$ cat config.mk
export PLATFORM = sky130hd
export DESIGN_NAME = entrada_operandos
export DESIGN_NICKNAME = d
export VERILOG_FILES = /design/src/rtl/entrada_operandos.sv
export SDC_FILE = /design/constraint.sdc
export NUM_CORES = 1
export LEC_CHECK = 0
export ABC_AREA = 1
export BUFFER_PORTS_ARGS = -buffer_cell sky130_fd_sc_hd__buf_4
export CAP_MARGIN = 20
export CORE_MARGIN = 3
export CORE_UTILIZATION = 42
export DETAILED_ROUTE_END_ITERATION = 8
export PLACE_DENSITY = 0.75
export SLEW_MARGIN = 20
export SYNTH_ARGS = -nofsm -noshare
export SYNTH_HDL_FRONTEND = slang
export SYNTH_SLANG_ARGS = --single-unit
$ cat constraint.sdc
create_clock -name clock -period 0.9 [get_ports clock]
set_input_delay 0.045 -clock clock [delete_from_list [all_inputs] [get_ports clock]]
set_output_delay 0.045 -clock clock [all_outputs]
set_load 0.01 [all_outputs]
$ cat src/rtl/entrada_operandos.sv
// Operand-entry stage for the 4-bit adder: successive button presses capture
// numero1, then numero2, then clear both, counting completed pairs.
module entrada_operandos #(
    parameter int LARGURA      = 4,
    parameter int LARGURA_CONT = 4
) (
    input  logic                    clock,
    input  logic                    reset,
    input  logic [LARGURA-1:0]      chaves,
    input  logic                    botao,
    output logic [LARGURA-1:0]      numero1,
    output logic [LARGURA-1:0]      numero2,
    output logic                    pronto,
    output logic [1:0]              estado,
    output logic [LARGURA_CONT-1:0] contador
);

    typedef enum logic [1:0] {
        ESPERA_N1 = 2'd0,
        ESPERA_N2 = 2'd1,
        PRONTO    = 2'd2
    } estado_t;

    estado_t estado_atual;
    logic    botao_ant;
    logic    pulso;

    assign pulso  = botao & ~botao_ant;
    assign estado = estado_atual;

    // botao_ant resets to 1 so a button held through reset release is not a press
    always_ff @(posedge clock) begin
        if (reset) begin
            estado_atual <= ESPERA_N1;
            numero1      <= '0;
            numero2      <= '0;
            pronto       <= 1'b0;
            contador     <= '0;
            botao_ant    <= 1'b1;
        end else begin
            botao_ant <= botao;
            case (estado_atual)
                ESPERA_N1: begin
                    if (pulso) begin
                        numero1      <= chaves;
                        estado_atual <= ESPERA_N2;
                    end
                end
                ESPERA_N2: begin
                    if (pulso) begin
                        numero2      <= chaves;
                        pronto       <= 1'b1;
                        contador     <= contador + 1'b1;
                        estado_atual <= PRONTO;
                    end
                end
                PRONTO: begin
                    if (pulso) begin
                        numero1      <= '0;
                        numero2      <= '0;
                        pronto       <= 1'b0;
                        estado_atual <= ESPERA_N1;
                    end
                end
                // unused encoding falls back to ESPERA_N1, operands kept
                default: begin
                    pronto       <= 1'b0;
                    estado_atual <= ESPERA_N1;
                end
            endcase
        end
    end

endmodule

==> results.ini <==
[run_status]
outcome = complete, but fails checks
violations = negative setup slack

[power]
p_leak_uw = 0.000448
power.density_mw_per_mm2 = 1350
peakVddDrop_uv = 959

[floorplanning]
core_area_mm2 = 0.00138
die-area_mm2 = 0.00209
rows = 13
initial_core_util_pct = 48.1
ioPinCount = 22
die_width_um = 45.8
die_h_um = 45.8

[drt]
vias = 645
wirelength_mm = 1.58
ant_nets = 0
drt_iter0_markers = 11
routed_via_density = 4.92
drc = 0
post_drt_wl_per_cell_um = 12.0
drt_pass1_iterations = 4

[sta]
setup_viol = 15
hold_viol = 0
timing.final.crit_share_pct = 106
worst_pin_slew_ns = 0.177
fin_ws_ns = -0.0572
relSlewSlack_pct = 88.2
slew_viol_final = 0
skew_ns = 0.000713
rsz0062_at_grt = true
fmax_mhz = 1040
period_minus_slack_ns = 0.957

[cells_and_area]
n_antenna_cell = 0
num-nets-final = 125
drive_gt1_share_pct = 49.1
fin_cells = 131
areaGrowthSynthToFinish_pct = 51.4

[critical_path]
reg2reg_to = numero2[1]
critPathMaxStageDelay_ns = 0.38
critical_path_class = reg -> reg
startpoint = estado[0]
cp.arrival_ns = 1.18
reg2reg_depth = 6
critPathLaunchType = flip-flop
critPathMaxFanout = 5
path_common_cell = nand2_2
cp.required_ns = 1.12
crit_chain = buf_12, nand2_2, nand2_2, nand2_2, nand2_1, a21oi_1
cp_num_buf_inv = 1
cp_slowest_cell = dfxtp_4
path_depth = 6
timing.critical_path.max_delay_family = flip-flops
critPathCapture = numero2[1]
r2r-start = estado[0]
r2r_slack_ns = -0.06
end_kind = flip-flop

[synth]
synth_top_family_by_area = simple AND/OR/NAND/NOR gates
ys_seq_area_share_pct = 48.2
synth.distinct_cells = 19
synth_warnings = 0
syn-mean-instance-area_um2 = 7.91
synth-simple-area-share_pct = 28.8
synth_compound_area_share_pct = 12.1
synth_xor_area_share_pct = 2.64
ys_ff_latch = 16
synth_mux_area_share_pct = 0
syn_nets = 92
synth-adder-area-share_pct = 1.88
syn_area_um2 = 664
postSynthCellCount = 84

[global_route]
grtUsageMet2_pct = 28.7
met1_usage_pct = 20.9
busiest_layer = met2
grt_first_pass_wirelength_mm = 2.59
gr-usage-met3_pct = 2.37
grt_pass1_vias = 627
antenna_found_initial = 0
grtUsageTotal_pct = 17.1
grt_start_max_net_pins = 14
overflow = 0

[clocking]
hold_buffers = 0
cts_tree = built
clockBufferDepth = 2
clock_sinks = 16
htreeDepth = 1
clk_latency_ns = 0.28
root_buffer = clkbuf_4
cts_buffers = 3
clk_pin_slew_ns = 0.09

[placement]
place_ws_ns = -0.0677
dp_cells = 125
dp_hpwl_mm = 1.13
routabilityCongestion = 0.743
io_buffer_count = 21

[job]
maxCapViolations = 0

[worst_hold_path]
hold_path_class = in -> reg

## cell usage in the layout (no fill, tap or decap), drive strengths merged
master / instances
a21oi: 11
buf: 29
clkbuf: 4
clkinv: 1
dfxtp: 16
ha: 1
inv: 8
nand2: 25
nand3: 5
nand4: 1
nor2: 9
nor3b: 1
o21ai: 2
o21bai: 1
xor2: 2
## worst min path at each step
stage	startpoint	end	slack, ns	depth (start not counted)
global route	chaves[3]	numero2[3]	0.001	3
global placement	botao	botao_ant	0.28	3
CTS	botao	botao_ant	0.005	3
floorplan	reset	numero2[0]	0.11	1
finish	chaves[3]	numero2[3]	0.005	3
detailed placement	botao	botao_ant	0.30	3
## per-layer routing
metal  part of all wire [%]  routed length (um)
met3                    5.3                  83
met1                     41                 654
met2                     52                 818
met4                    1.2                  19
met5                      0                   0
## where the power goes
part | internal [uW] | switching, uW
sequential | 719 | 14.1
clock | 246 | 227
combinational | 77.2 | 76.7
## logic make-up after synthesis
kind of cell / count (synthesis)
xor gates and xnor gates: 2
and+or+nand+nor: 41
AOI/OAI and AO/OA: 14
DFF: 16
buffers and inverters: 10
adders and majority gates: 1
## cell type report
cell class                 count  area [um2]
fill                         106         377
inverter                       9        41.3
timing repair buffer          29         245
multi-input combinational     58         333
sequential                    16         332
clock buffer                   4        36.3
tap                           15        18.8
## cell usage after synthesis
cell      instances  area [um2]
nand2_4           1        11.3
xor2_1            2        17.5
ha_1              1        12.5
dfxtp_1          16         320
a21oi_1           9        45.0
nor3b_1           1        7.51
clkbuf_1          1        3.75
nor2_1            7        26.3
nand3_1           5        25.0
inv_1             6        22.5
nand2_1          23        86.3
inv_2             2        7.51
a21oi_2           2        17.5
nor2_4            2        22.5
clkinv_4          1        8.76
nand2_2           1        6.26
o21bai_1          1        7.51
nand4_1           1        6.26
o21ai_0           2        10.0
## repair_timing
item,4_1_cts,5_1_grt
endpoints found under the setup margin,17,19
pin swaps,5,6
resized for setup,13,5
setup buffers,2,0
## sequential cells by signal, indices dropped and copies added (netlist names)
name and flops:
botao_ant 1, contador 4, estado 2, numero1 4
numero2 4, pronto 1
## tightest hold or removal path: stages
cell     delay (ns)
buf_4          0.12
nand2_2        0.05
a21oi_2        0.04
## stage by stage
step                util (%)  setup TNS [ns]  hold WS, ns  instance area, um2  power, uW
finish                  72.8          -0.490      0.00461                1010       1360
global route            72.8           -1.54      0.00134                1010       1410
floorplan                  -         -0.0340        0.107                 674        809
CTS                     71.8          -0.564      0.00479                 992       1370
detailed placement      64.5          -0.598        0.298                 892        879
global placement        64.5          -0.303        0.281                 892        876
No activity file was read; power rests on OpenSTA's default activity.
